[src/rtl/key_debouncer_pkg.sv]
// Shared FSM state encoding and default timing constants for the key debouncer.
// Auto-repeat is enabled by defining KEY_DEBOUNCER_REPEAT_EN.
package key_debouncer_pkg;

    typedef logic [1:0] state_t;

    localparam state_t ST_IDLE         = 2'd0;
    localparam state_t ST_PRESS_WAIT   = 2'd1;
    localparam state_t ST_PRESSED      = 2'd2;
    localparam state_t ST_RELEASE_WAIT = 2'd3;

    // 50 MHz clock: 20 ms debounce, 500 ms first repeat, 100 ms repeat interval
    localparam int DEF_DEBOUNCE_CYCLES = 1000000;
    localparam int DEF_REPEAT_DELAY    = 25000000;
    localparam int DEF_REPEAT_PERIOD   = 5000000;

    function automatic int max3(input int a, input int b, input int c);
        int m;
        m = (a > b) ? a : b;
        return (m > c) ? m : c;
    endfunction

endpackage

[src/rtl/key_debounce_chan.sv]
// One debounce channel: 2-flop synchronizer, press/release FSM and saturating counter.
// KEY_DEBOUNCER_REPEAT_EN adds an auto-repeat timer that runs only while PRESSED.
module key_debounce_chan
    import key_debouncer_pkg::*;
#(
    parameter int DEBOUNCE_CYCLES = DEF_DEBOUNCE_CYCLES,
    parameter int REPEAT_DELAY    = DEF_REPEAT_DELAY,
    parameter int REPEAT_PERIOD   = DEF_REPEAT_PERIOD
) (
    input  logic clk,
    input  logic rst_n,
    input  logic key_raw,
    output logic level,
    output logic press,
    output logic rel
);

    localparam int MAX_CNT = max3(DEBOUNCE_CYCLES, REPEAT_DELAY, REPEAT_PERIOD);
    localparam int CNT_W   = $clog2(MAX_CNT + 1);
    localparam logic [CNT_W-1:0] DB_LAST = CNT_W'(DEBOUNCE_CYCLES - 1);

    logic [1:0]       sync;
    logic             pressed;
    state_t           state;
    logic [CNT_W-1:0] cnt;
    logic             rpt_fire;

    // Raw key is active-low; synchronizer resets to the released level
    always_ff @(posedge clk or negedge rst_n) begin
        if (!rst_n) sync <= 2'b11;
        else        sync <= {sync[0], key_raw};
    end

    assign pressed = ~sync[1];

`ifdef KEY_DEBOUNCER_REPEAT_EN
    localparam logic [CNT_W-1:0] RPT_FIRST_LAST = CNT_W'(REPEAT_DELAY - 1);
    localparam logic [CNT_W-1:0] RPT_NEXT_LAST  = CNT_W'(REPEAT_PERIOD - 1);

    logic [CNT_W-1:0] rpt_cnt;
    logic             rpt_first;

    assign rpt_fire = (state == ST_PRESSED) && pressed &&
                      (rpt_cnt == (rpt_first ? RPT_FIRST_LAST : RPT_NEXT_LAST));

    // Timer restarts only on a fresh press; RELEASE_WAIT leaves it frozen
    always_ff @(posedge clk or negedge rst_n) begin
        if (!rst_n) begin
            rpt_cnt   <= '0;
            rpt_first <= 1'b1;
        end else if (state == ST_IDLE || state == ST_PRESS_WAIT) begin
            rpt_cnt   <= '0;
            rpt_first <= 1'b1;
        end else if (state == ST_PRESSED && pressed) begin
            if (rpt_fire) begin
                rpt_cnt   <= '0;
                rpt_first <= 1'b0;
            end else if (!(&rpt_cnt)) begin
                rpt_cnt <= rpt_cnt + 1'b1;
            end
        end
    end
`else
    assign rpt_fire = 1'b0;
`endif

    always_ff @(posedge clk or negedge rst_n) begin
        if (!rst_n) begin
            state <= ST_IDLE;
            cnt   <= '0;
            level <= 1'b0;
            press <= 1'b0;
            rel   <= 1'b0;
        end else begin
            press <= 1'b0;
            rel   <= 1'b0;
            case (state)
                ST_IDLE: begin
                    if (pressed) begin
                        state <= ST_PRESS_WAIT;
                        cnt   <= '0;
                    end
                end
                ST_PRESS_WAIT: begin
                    if (!pressed) begin
                        state <= ST_IDLE;
                    end else if (cnt == DB_LAST) begin
                        state <= ST_PRESSED;
                        level <= 1'b1;
                        press <= 1'b1;
                    end else if (!(&cnt)) begin
                        cnt <= cnt + 1'b1;
                    end
                end
                ST_PRESSED: begin
                    if (!pressed) begin
                        state <= ST_RELEASE_WAIT;
                        cnt   <= '0;
                    end else if (rpt_fire) begin
                        press <= 1'b1;
                    end
                end
                ST_RELEASE_WAIT: begin
                    if (pressed) begin
                        state <= ST_PRESSED;
                    end else if (cnt == DB_LAST) begin
                        state <= ST_IDLE;
                        level <= 1'b0;
                        rel   <= 1'b1;
                    end else if (!(&cnt)) begin
                        cnt <= cnt + 1'b1;
                    end
                end
                default: state <= ST_IDLE;
            endcase
        end
    end

endmodule

[src/rtl/key_debouncer.sv]
// Multi-key pushbutton debouncer: NUM_KEYS independent channels.
// Define KEY_DEBOUNCER_REPEAT_EN to enable held-key auto-repeat on key_press.
module key_debouncer
    import key_debouncer_pkg::*;
#(
    parameter int NUM_KEYS        = 4,
    parameter int DEBOUNCE_CYCLES = DEF_DEBOUNCE_CYCLES,
    parameter int REPEAT_DELAY    = DEF_REPEAT_DELAY,
    parameter int REPEAT_PERIOD   = DEF_REPEAT_PERIOD
) (
    input  logic                CLOCK_50,
    input  logic                Resetn,
    input  logic [NUM_KEYS-1:0] KEY,
    output logic [NUM_KEYS-1:0] key_level,
    output logic [NUM_KEYS-1:0] key_press,
    output logic [NUM_KEYS-1:0] key_release
);

    genvar i;
    generate
        for (i = 0; i < NUM_KEYS; i++) begin : g_chan
            key_debounce_chan #(
                .DEBOUNCE_CYCLES(DEBOUNCE_CYCLES),
                .REPEAT_DELAY   (REPEAT_DELAY),
                .REPEAT_PERIOD  (REPEAT_PERIOD)
            ) u_chan (
                .clk    (CLOCK_50),
                .rst_n  (Resetn),
                .key_raw(KEY[i]),
                .level  (key_level[i]),
                .press  (key_press[i]),
                .rel    (key_release[i])
            );
        end
    endgenerate

endmodule

[config.mk]
export PLATFORM = sky130hd
export DESIGN_NAME = key_debouncer
export DESIGN_NICKNAME = d
export VERILOG_FILES = /design/src/rtl/key_debouncer_pkg.sv /design/src/rtl/key_debounce_chan.sv /design/src/rtl/key_debouncer.sv
export SDC_FILE = /design/constraint.sdc
export NUM_CORES = 1
export LEC_CHECK = 0
export ABC_CLOCK_PERIOD_IN_PS = 4500
export CAP_MARGIN = 20
export CORE_AREA = 2 2 135 137
export DETAILED_ROUTE_END_ITERATION = 10
export DIE_AREA = 0 0 137 139
export SETUP_SLACK_MARGIN = 0.15
export SLEW_MARGIN = 20
export SYNTH_ARGS = -nofsm -noshare
export SYNTH_HDL_FRONTEND = slang
export SYNTH_HIERARCHICAL = 1
export SYNTH_SLANG_ARGS = --single-unit
[constraint.sdc]
create_clock -name CLOCK_50 -period 4.5 [get_ports CLOCK_50]
set_clock_uncertainty 0.05 [all_clocks]
set_input_delay 0.675 -clock CLOCK_50 [delete_from_list [all_inputs] [get_ports CLOCK_50]]
set_output_delay 0.675 -clock CLOCK_50 [all_outputs]
set_load 0.005 [all_outputs]
Word-level counts from Yosys, hierarchy flattened. Cells that the tools add are included.

Logic and storage cells: 196. Register bits: 128. Input bits: 6.

Multiplexer cells: 96. Equality and inequality tests: 48. Reduce and logical (&&, ||, !) cells: 24. Add/sub/neg operators: 4.

Operators with widths (number): 25-bit 2-to-1 mux (24); 25-bit case mux with 4 select lines (4); 25-bit by 1-bit adder with 25-bit output, second input constant (4); 25-bit by 20-bit == test with 1-bit output, second input constant (4); 25-bit AND reduction (4); 2-bit 2-to-1 mux (24); 1-bit 2-to-1 mux (36); 2-bit by 1-bit inequality test with 1-bit output, second input constant (16); 2-bit case mux with 4 select lines (4); 4-bit AND reduction (8); 5-bit AND reduction (4); 2-bit == test, second input constant (8); 2-bit inequality test, second input constant (8); 3-bit by 1-bit inequality test with 1-bit output, second input constant (4); 3-bit inequality test, second input constant (4); 2-bit by 1-bit == test with 1-bit output, second input constant (4); 2-bit logical NOT (4); 1-bit case mux with 2 select lines (4); 2-bit nonzero test (4).

Logic depth before layout (Yosys ltp). Gate-level depths: netlist (run 1).

Word-level depth: 5. Mapped depth: 8. Depth with buffers taken out: 7.

By module. The synthesis (run 1) kept the hierarchy.

Modules (own cells, without submodules): key_debounce_chan (g_chan[0].u_chan ...) (cells an instance 196, area each 1835.5 µm², sequential area each 803.3 µm², times used 2); key_debounce_chan (g_chan[3].u_chan) (cells an instance 201, area each 1869.3 µm², sequential area each 803.3 µm², times used 1); key_debounce_chan (g_chan[1].u_chan) (cells an instance 192, area each 1859.3 µm², sequential area each 803.3 µm², times used 1).

Worst setup path after synthesis (run 1). Ideal clock, no wire load.

Path kind: reg-to-reg. From: register g_chan[0].u_chan.cnt[0]. To: register g_chan[0].u_chan.cnt[12]. Library setup time: 135 ps. Period minus slack after synthesis: 2036 ps. Slack: 2464 ps. Arrival time: 1851 ps. Stages on the path, launching flop included: 9. Path through: dfrtp_1 ha_1 nand4_4 or2_4 o31ai_4 inv_2 buf_6 a41oi_1 a31oi_1.

Word-level cells in the longest chain between the ends: 5. Elaborated cells on any way between the ends: 8.

Ends and longest elaborated chain: from (decl) (line key_debounce_chan.sv:25) `logic [CNT_W-1:0] cnt;`; from (signal assigned) (line key_debounce_chan.sv:92) `cnt <= cnt + 1'b1;`; from (signal assigned) (line key_debounce_chan.sv:111) `cnt <= cnt + 1'b1;`; 25-bit by 1-bit adder with 25-bit output / 25-bit AND reduction (equally long branches); 25-bit 2-to-1 mux (line key_debounce_chan.sv:91, key_debounce_chan.sv:110); 25-bit 2-to-1 mux (*) (line key_debounce_chan.sv:106) `end else if (cnt == DB_LAST) begin`; 25-bit 2-to-1 mux, on equally long branches (line key_debounce_chan.sv:104, key_debounce_chan.sv:85); 25-bit case mux with 4 select lines (*) (line key_debounce_chan.sv:77) `case (state)`.

Every way passes the cells marked *; elsewhere a longest branch is shown, timed or not. The select of a mux whose other input is x is not followed. A chain may end at the register's enable or synchronous reset.

Worst setup path in the final report (run 1).
From: register g_chan[1].u_chan.state[0]. To: register g_chan[1].u_chan.cnt[3].

Word-level cells in the longest chain between the ends: 3. Elaborated cells on any way between the ends: 10.

Ends and longest elaborated chain: from (decl) (line key_debounce_chan.sv:24) `state_t state;`; from (signal assigned) (line key_debounce_chan.sv:69) `state <= ST_IDLE;`; from (signal assigned) (line key_debounce_chan.sv:80) `state <= ST_PRESS_WAIT;`; from (signal assigned) (line key_debounce_chan.sv:86) `state <= ST_IDLE;`; 2-bit == test, or another cell as far along (line key_debounce_chan.sv:77); 2-bit by 1-bit inequality test with 1-bit output (no source line) / 2-bit inequality test (equally long branches); 4-bit AND reduction (no source line); to (signal assigned) (line key_debounce_chan.sv:92); to (signal assigned) (line key_debounce_chan.sv:111); to (decl) (line key_debounce_chan.sv:25).

Parallel ways exist; a longest one is shown, timed or not.

==> impl_metrics.toml, run 1 <==
[run_status]
status = "finished clean"

[final_layout]
post-route-util_pct = 47.34
drive_above_1_share_pct = 10.36
area_growth_pct = 12.95
fin_area_um2 = 8358
antenna-diode-count = 0
final_nets = 798

[yosys]
ys.warnings.count = 6
synth_xor_area_share_pct = 0.5918
synth_top_flop_cell = "dfrtp_1"
netlist_area_um2 = 7400
synth.area.mux_share_pct = 0
ys_seq_area_share_pct = 43.42
syn_nets = 795
synth-compound-area-share_pct = 21.93
synth_top_area_share_pct = 40.58
synthAdderAreaFrac_pct = 0.6764
syn-mean-instance-area_um2 = 9.426
synth_simple_gate_area_share_pct = 29.59
syn-instance-count = 785
synthArstFlopShare_pct = 100.0
synth_top_cell_by_area = "dfrtp_1"
synth_top_family_by_area = "simple AND/OR/NAND/NOR gates"
synth_area_leaders = "dfrtp_1 41%, nand2_1 3.8%, a21oi_1 3.4%"
synth_edf_count = 0
yosysUniqueCellTypes = 74
ys_ff_latch = 128

[power_and_ir_drop]
leakage_nw = 3.383
finalPower_mw = 2.926
p_per_area_nw_per_um2 = 350.1
ir_worst_vdd_mv = 0.3291

[worst_setup_path]
worstSetupPathType = "register to register"
required_ps = 4730
start_kind = "register"
cp-end-kind = "register"
crit_fanout = 31
arrival_ps = 3400

[cts]
clkSinkCount = 128
cts-htree-levels = 4
cts_buffers = 17
clock_latency_ps = 410
cts_root_buffer = "clkbuf_16"
cts_resized = 0
clk_pin_slew_worst_paths_ps = 60
hold_buffers = 0
clock_path_buffers = 2
cts_tree = "yes"
post_cts_buffers = 0

[timing]
worstMarginPinSlew_ps = 970.9
slew_violations = 0
hold_ws_ps = 304.8
slew_headroom_pct = 35.28
period_share_pct = 70.37
grt_setup_unrepaired = "no"
fmax_mhz = 315.8
setup_viol = 0
fin_crit_ps = 3166
report.final.hold_viol_count = 0
setup_tns_ps = 0

[global_routing]
grt_pass1_vias = 6253
grt_overflow = 0
grt_max_degree = 102
grt_pass1_wl_um = 31170
antenna_found_initial = 0
grt_usage_pct = 19.98

[drt]
vias = 6595
wirelength_um = 18300
drt_iter0_markers = 665
dr.pass1.iters = 5
drc = 0
drt-wirelength-per-cell_um = 17.77
viasPerCell = 6.403
final_antenna_net_count = 0

[place]
gp_congestion = 0.8630
io_buffer_count = 17
placed_area_um2 = 7689
dp_hpwl_um = 11950

[floorplan]
coreArea_um2 = 17660
dieArea_um2 = 19040
fp.dieH_um = 139
rows = 49
initial_core_util_pct = 41.91
die_w_um = 137
pin_count = 18

[hold_path]
hp-class = "input port to async pin"

[job]
cap_violations = 0
stage by stage:
stage          cells  setup WS (ps)
6_report        1030           1334
5_1_grt         1030           1030
4_1_cts         1030           1368
3_5_place_dp     998           1393
3_3_place_gp     998           1545
2_1_floorplan    785           2464
power by group:
part	internal, mW	switching, mW	total [mW]	leakage [nW]
Combinational	0.0450	0.0930	0.138	1.32
Sequential	1.19	0.0594	1.25	1.74
Clock	1.03	0.513	1.54	0.321
Total	2.26	0.665	2.93	3.38
cell type report:
| type | instances | area (um2) |
|---|---|---|
| clock buffer | 24 | 521.8 |
| clock inverter | 8 | 147.6 |
| fill | 1669 | 9299 |
| inverter | 23 | 88.84 |
| multi-input combinational | 598 | 3906 |
| sequential | 128 | 3213 |
| tap | 229 | 286.5 |
| timing repair buffer | 20 | 193.9 |
worst max-delay path, stage by stage, from the launching register on:
cell and delay (ps):
dfrtp_1 980, nor4b_1 330, nand4_1 230, o31ai_4 780
inv_4 290, a41oi_1 290, a21oi_1 60
state kept, by name (all words and copies together) (netlist names), named ones only:
signal and cells:
g_chan.u_chan/level 4, g_chan.u_chan/state 4, g_chan.u_chan/press 4, g_chan.u_chan/cnt 100, g_chan.u_chan/sync 8, g_chan.u_chan/rel 4
cells in the mapped netlist (5+ instances only):
cell,count
dfrtp_1,120
nand2_1,75
a21oi_1,51
nand3_1,47
nand4_1,38
o21ai_0,37
nor2_1,33
nor4_1,25
a31oi_1,24
and3_1,22
and2_1,19
nor3_1,19
a41oi_1,18
clkbuf_1,18
inv_1,18
nand2b_1,16
o21ai_1,15
and4_1,13
buf_2,12
or4_1,11
a2bb2oi_1,9
o41ai_1,9
or3_1,9
a22oi_1,8
dfstp_2,8
a221o_1,6
buf_6,5
nand4_4,5
o211ai_1,5
o311ai_1,5
kinds of logic after synthesis:
logic type	after synthesis
buffers and inverters	59
adder cells (fa/ha/maj)	4
AND/OR/NAND/NOR	360
flip-flops	128
AO/OA/AOI/OAI	229
XOR/XNOR	5
worst paths after layout:
check / from / endpoint / slack, ps / depth (start not counted)
worst max-delay path: g_chan[1].u_chan/state[0] / g_chan[1].u_chan/cnt[3] / 1330 / 6
worst min-delay path: Resetn / g_chan[2].u_chan/cnt[19] / 300 / 1
worst max register to register: g_chan[1].u_chan/state[0] / g_chan[1].u_chan/cnt[3] / 1330 / 6
worst min register to register: g_chan[3].u_chan/sync[0] / g_chan[3].u_chan/sync[1] / 310 / 0
max in group asynchronous: Resetn / g_chan[3].u_chan/sync[1] / 3130 / 2
min in group CLOCK_50: g_chan[3].u_chan/sync[0] / g_chan[3].u_chan/sync[1] / 310 / 0
layer usage:
layer / global-route usage [%] / vias up / wire [um]
li1: - / 3103 / -
met3: 4.423 / 32 / 742
met1: 27.44 / 3269 / 8426
met4: 5.914 / 0 / 282
met2: 31.55 / 191 / 8850
met5: 0 / - / 0
layout by cell type, fill, tap and decap left out, types with 17 or more instances in the layout:
cell type  netlist  layout
dfrtp_1        120     120
nand3_1         47      47
clkbuf_16        0      17
a31oi_1         24      24
inv_1           18      18
nand4_1         38      38
nor4_1          25      25
a21oi_1         51      51
o21ai_0         37      37
nand2_1         75      75
and2_1          19      19
nor2_1          33      33
nor3_1          19      19
a41oi_1         18      18
and3_1          22      22
Note: power is estimated with default switching activity, not from simulation.
==> inputs of run 2 (changes only) <==
Settings changed: ABC_CLOCK_PERIOD_IN_PS 4500 to 2600.
Clock period 4.5 ns to 2.6 ns, I/O delays scaled along.
==> run 2 against run 1 <==
Effect of this change:
- sequential power grew 71%
- total power grew 70%
- cell area grew 1.5%
- hold slack gained 0.64 ps
- sequential cell count did not move
- critical path depth stayed put
- maximum frequency is 38% higher
- wire length fell by 0.21%
- first-iteration DRC count increased by 17%
- die area stayed put
==> impl_metrics.toml, run 2 (synthesis gave the netlist of run 1 again) <==
[floorplan]
dieArea_um2 = 19040
rows = 49
die_w_um = 137
pin_count = 18
initial_core_util_pct = 41.91
coreArea_um2 = 17660
fp.dieH_um = 139

[final_layout]
final_common_cell = "dfrtp_1"
top_register = "g_chan.u_chan/cnt"
layout_common_cells = "120 x dfrtp_1, 75 x nand2_1, 51 x a21oi_1"
reg.largest.list = "g_chan.u_chan/cnt x100, g_chan.u_chan/sync x8"
largest_reg_flops = 100
area_growth_pct = 14.66
final_nets = 817
drive_above_1_share_pct = 12.32
n_fill_cell = 1617
antenna-diode-count = 0

[job]
cap_violations = 0

[global_routing]
antenna_found_initial = 0
grt_overflow = 0
grt_pass1_vias = 6127
grt_usage_pct = 19.79
grt_max_degree = 59
grt_pass1_wl_um = 30710

[timing]
slew_headroom_pct = 60.93
period_share_pct = 88.05
fin_crit_ps = 2289
grt_setup_unrepaired = "no"
worstMarginPinSlew_ps = 582.2
slew_violations = 0
setup_tns_ps = 0
report.final.hold_viol_count = 0
setup_viol = 0
hold_ws_ps = 305.4
fmax_mhz = 436.8

[drt]
vias = 6657
drc = 0
final_antenna_net_count = 0
wirelength_um = 18260
drt_iter0_markers = 781
viasPerCell = 6.346
dr.pass1.iters = 5
drt-wirelength-per-cell_um = 17.41

[cts]
clock_path_buffers = 2
cts-htree-levels = 4
clock_latency_ps = 420
cts_root_buffer = "clkbuf_16"
post_cts_buffers = 0
clkSinkCount = 128
cts_tree = "yes"
clk_pin_slew_worst_paths_ps = 60
cts_buffers = 17

[worst_setup_path]
crit_chain = "ha_1, and3_1, nand4_1, o21ai_1, or3_1, o311ai_1"
slowest_stage = "dfrtp_1"
worstSetupPathType = "register to register"
critPathMaxStageDelay_ps = 420
crit_fanout = 9
start_kind = "register"
cp-end-kind = "register"
r2r_slack_ps = 310
crit_family = "simple AND/OR/NAND/NOR gates"
crit_buf_inv = 0
arrival_ps = 2530
required_ps = 2840

[power_and_ir_drop]
ir_worst_vdd_mv = 0.4421
leakage_nw = 3.470
finalPower_mw = 4.977
p_per_area_nw_per_um2 = 586.6

[run_status]
status = "finished clean"

[place]
gp_congestion = 0.9270
dp_hpwl_um = 12170
io_buffer_count = 17

[hold_path]
hp-class = "register to register"
## run 2: cell types whose count changed in the layout (fill, tap and decap cells not counted), moves of 2 or more
cell / delta
buf_4: +17
clkinv_2: +2
clkinv_4: +3
clkbuf_8: -5
## run 2: layout make-up
| cell class | instances | area (um2) | share of cell area (%) |
|---|---|---|---|
| inverters | 23 | 88.84 | 1.047 |
| repair buffers | 39 | 351.6 | 4.144 |
| multi-input cells | 598 | 3906 | 46.04 |
| clock buffers | 19 | 452.9 | 5.338 |
| well taps | 229 | 286.5 | 3.377 |
| flip-flops and latches | 128 | 3213 | 37.87 |
| clock inverters | 13 | 185.2 | 2.183 |
## run 2: repair_timing
| item | 4_1_cts | 5_1_grt |
|---|---|---|
| gates resized for setup | 0 | 0 |
| hold buffers | 1 | 0 |
| endpoints found under the hold margin | 40 | 0 |
## run 2: per-layer routing
metal  up-vias  GRT usage [%]  part of all wire, %
li1       3137              -                    -
met1      3290          27.54                   45
met2       208          30.85                   49
met3        22          3.947                  4.9
met4         0          6.348                  1.3
met5         -              0                    0
## run 2: path summary, 6_finish.rpt
check,start,end,cells past startpoint
max reg2reg,g_chan[3].u_chan/cnt[0],g_chan[3].u_chan/cnt[8],6
min,g_chan[3].u_chan/sync[0],g_chan[3].u_chan/sync[1],0
max,g_chan[3].u_chan/cnt[0],g_chan[3].u_chan/cnt[8],6
min in group asynchronous,Resetn,g_chan[2].u_chan/cnt[20],2
min reg2reg,g_chan[3].u_chan/sync[0],g_chan[3].u_chan/sync[1],0
max in group asynchronous,Resetn,g_chan[3].u_chan/cnt[3],3
## run 2: metrics by stage
step / setup WS [ps] / cells / instance area [um2] / util [%]
global route: 185.5 / 1049 / 8484 / 48.05
global placement: 355.5 / 1016 / 7836 / 44.38
floorplan: 563.9 / 785 / 7400 / -
CTS: 318.7 / 1049 / 8484 / 48.05
finish: 310.8 / 1049 / 8484 / 48.05
detailed placement: 312.3 / 1016 / 7836 / 44.38
## run 2: where the power goes
group	internal [mW]	switching, mW	total, mW
Sequential	2.05	0.0856	2.14
Clock	1.66	0.913	2.57
Combinational	0.0870	0.183	0.270
Total	3.80	1.18	4.98
==> inputs of run 3 (changes only) <==
Settings changed: ABC_CLOCK_PERIOD_IN_PS 2600 to 2200.
Clock period 2.6 ns to 2.2 ns, I/O delays scaled along.
==> run 3 against run 2 <==
Effect of this change:
- maximum frequency rose by 7.3%
- sequential power rose by 19%
- via count up 9.4%
- final cell count rose by 11%
- hold slack worse by 50 ps
- first-iteration DRC count is 13% lower
- critical path depth grew 2
- worst setup slack got worse by 250 ps
- wire length rose by 17%
- critical endpoint is now g_chan[0].u_chan/cnt[21]
- largest power group unchanged
==> impl_metrics.toml, run 3 (synthesis gave the netlist of run 1 again) <==
[final_layout]
fin_area_um2 = 10090
largest_reg_flops = 100
final_nets = 932
reg.largest.list = "g_chan.u_chan/cnt x100, g_chan.u_chan/sync x8"
stdcell_count = 1164
drive_above_1_share_pct = 33.48
antenna-diode-count = 0
area_growth_pct = 36.40
final_common_cell = "dfrtp_1"
layout_common_cells = "108 x dfrtp_1, 105 x buf_4, 74 x nand2_1"
top_register = "g_chan.u_chan/cnt"

[run_status]
status = "finished clean"

[timing]
slew_headroom_pct = 57.47
slew_violations = 0
fmax_mhz = 468.5
grt_setup_unrepaired = "yes"
hold_ws_ps = 255.6
fin_crit_ps = 2134
setup_viol = 0
report.final.hold_viol_count = 0
period_share_pct = 97.02
worstMarginPinSlew_ps = 637.2

[worst_setup_path]
r2r_slack_ps = 70
crit_start = "g_chan[0].u_chan/cnt[0]"
required_ps = 2460
cp-end-kind = "register"
r2r-start = "g_chan[0].u_chan/cnt[0]"
worstSetupPathType = "register to register"
rr_endpoint = "g_chan[0].u_chan/cnt[21]"
start_kind = "register"
r2r_cells = 8
crit_fanout = 6
crit_end = "g_chan[0].u_chan/cnt[21]"
arrival_ps = 2400

[cts]
clk_pin_slew_worst_paths_ps = 60
cts_root_buffer = "clkbuf_16"
clkSinkCount = 128
clock_path_buffers = 2
clock_latency_ps = 430
cts-htree-levels = 4
cts_tree = "yes"
cts_buffers = 17

[power_and_ir_drop]
finalPower_mw = 5.728
leakage_nw = 4.175
p_per_area_nw_per_um2 = 567.5
ir_worst_vdd_mv = 0.6340

[place]
io_buffer_count = 17
gp_congestion = 0.9026
dp_hpwl_um = 12810
placed_area_um2 = 8202
dp_cells = 1063

[floorplan]
die_w_um = 137
dieArea_um2 = 19040
coreArea_um2 = 17660
fp.dieH_um = 139
pin_count = 18
rows = 49
initial_core_util_pct = 41.91

[global_routing]
grt_pass1_wl_um = 33510
antenna_found_initial = 0
grt_usage_pct = 21.58
grt_pass1_vias = 6684
grt_max_degree = 48
grt_overflow = 0

[drt]
drt_iter0_markers = 678
viasPerCell = 6.259
final_antenna_net_count = 0
dr.pass1.iters = 5
wirelength_um = 21400
vias = 7285
drc = 0
drt-wirelength-per-cell_um = 18.38

[job]
cap_violations = 0

[hold_path]
min_from = "KEY[0]"
hp-class = "input port to register"
-- run 3: cell types whose count changed in the layout (fill, tap and decap cells not counted), moves of 11 or more --
cell	before	now
a21oi_2	0	11
a41oi_2	0	14
nor4_1	25	10
dfrtp_2	0	12
a41oi_1	18	4
buf_4	20	105
a21oi_1	51	40
buf_6	1	22
dfrtp_1	120	108
-- run 3: metal layers --
metal,vias to the layer above,wire length (um),GRT usage [%]
met5,-,0,0
li1,3375,-,-
met4,0,598,7.542
met2,219,10470,33.96
met3,56,977,3.801
met1,3635,9349,29.86
-- run 3: cell type report --
cell class	instances	area [um2]
tap	229	286.5
sequential	128	3228
fill	1449	7564
clock inverter	4	25.02
timing repair inverter	5	35.03
timing repair buffer	148	1281
clock buffer	28	536.8
multi-input combinational	599	4571
inverter	23	130.1
-- run 3: timing repair --
| item | CTS | global route |
|---|---|---|
| hold buffers | 1 | 0 |
| resized for setup | 26 | 136 |
| buffers inserted | 24 | 34 |
| cloned | 5 | 5 |
| pin swaps | 11 | 49 |
| setup endpoints to repair | 87 | 98 |
| hold endpoints to repair | 36 | 0 |
-- run 3: report_power, final --
| part | switching [mW] | internal [mW] |
|---|---|---|
| registers | 0.111 | 2.43 |
| clock network | 1.03 | 1.65 |
| logic | 0.293 | 0.225 |
-- run 3: critical path, stage by stage (launching register included) --
cell     delay, ps
dfrtp_1        400
ha_4           180
nand4_4        110
or2_4          300
o31ai_4        330
buf_4          180
buf_8          140
nor4_2          50
a221o_1        280
-- run 3: worst min-delay path by stage --
stage | to | depth (start not counted) | slack, ps
final | g_chan[0].u_chan/sync[0] | 1 | 260
after global routing | g_chan[1].u_chan/sync[0] | 1 | 250
after CTS | g_chan[0].u_chan/sync[0] | 1 | 240
after detailed placement | g_chan[2].u_chan/cnt[18] | 1 | 240
after global placement | g_chan[2].u_chan/cnt[18] | 1 | 240
after floorplan | async pin | 0 | -20
-- run 3: stage by stage --
step	TNS (ps)	setup slack (ps)	util, %
after CTS	0	147.7	51.78
after detailed placement	-596.1	-91.02	46.45
after floorplan	0	163.9	-
after global routing	-12.04	-12.04	57.16
final	0	65.61	57.16
after global placement	0	20.50	46.45
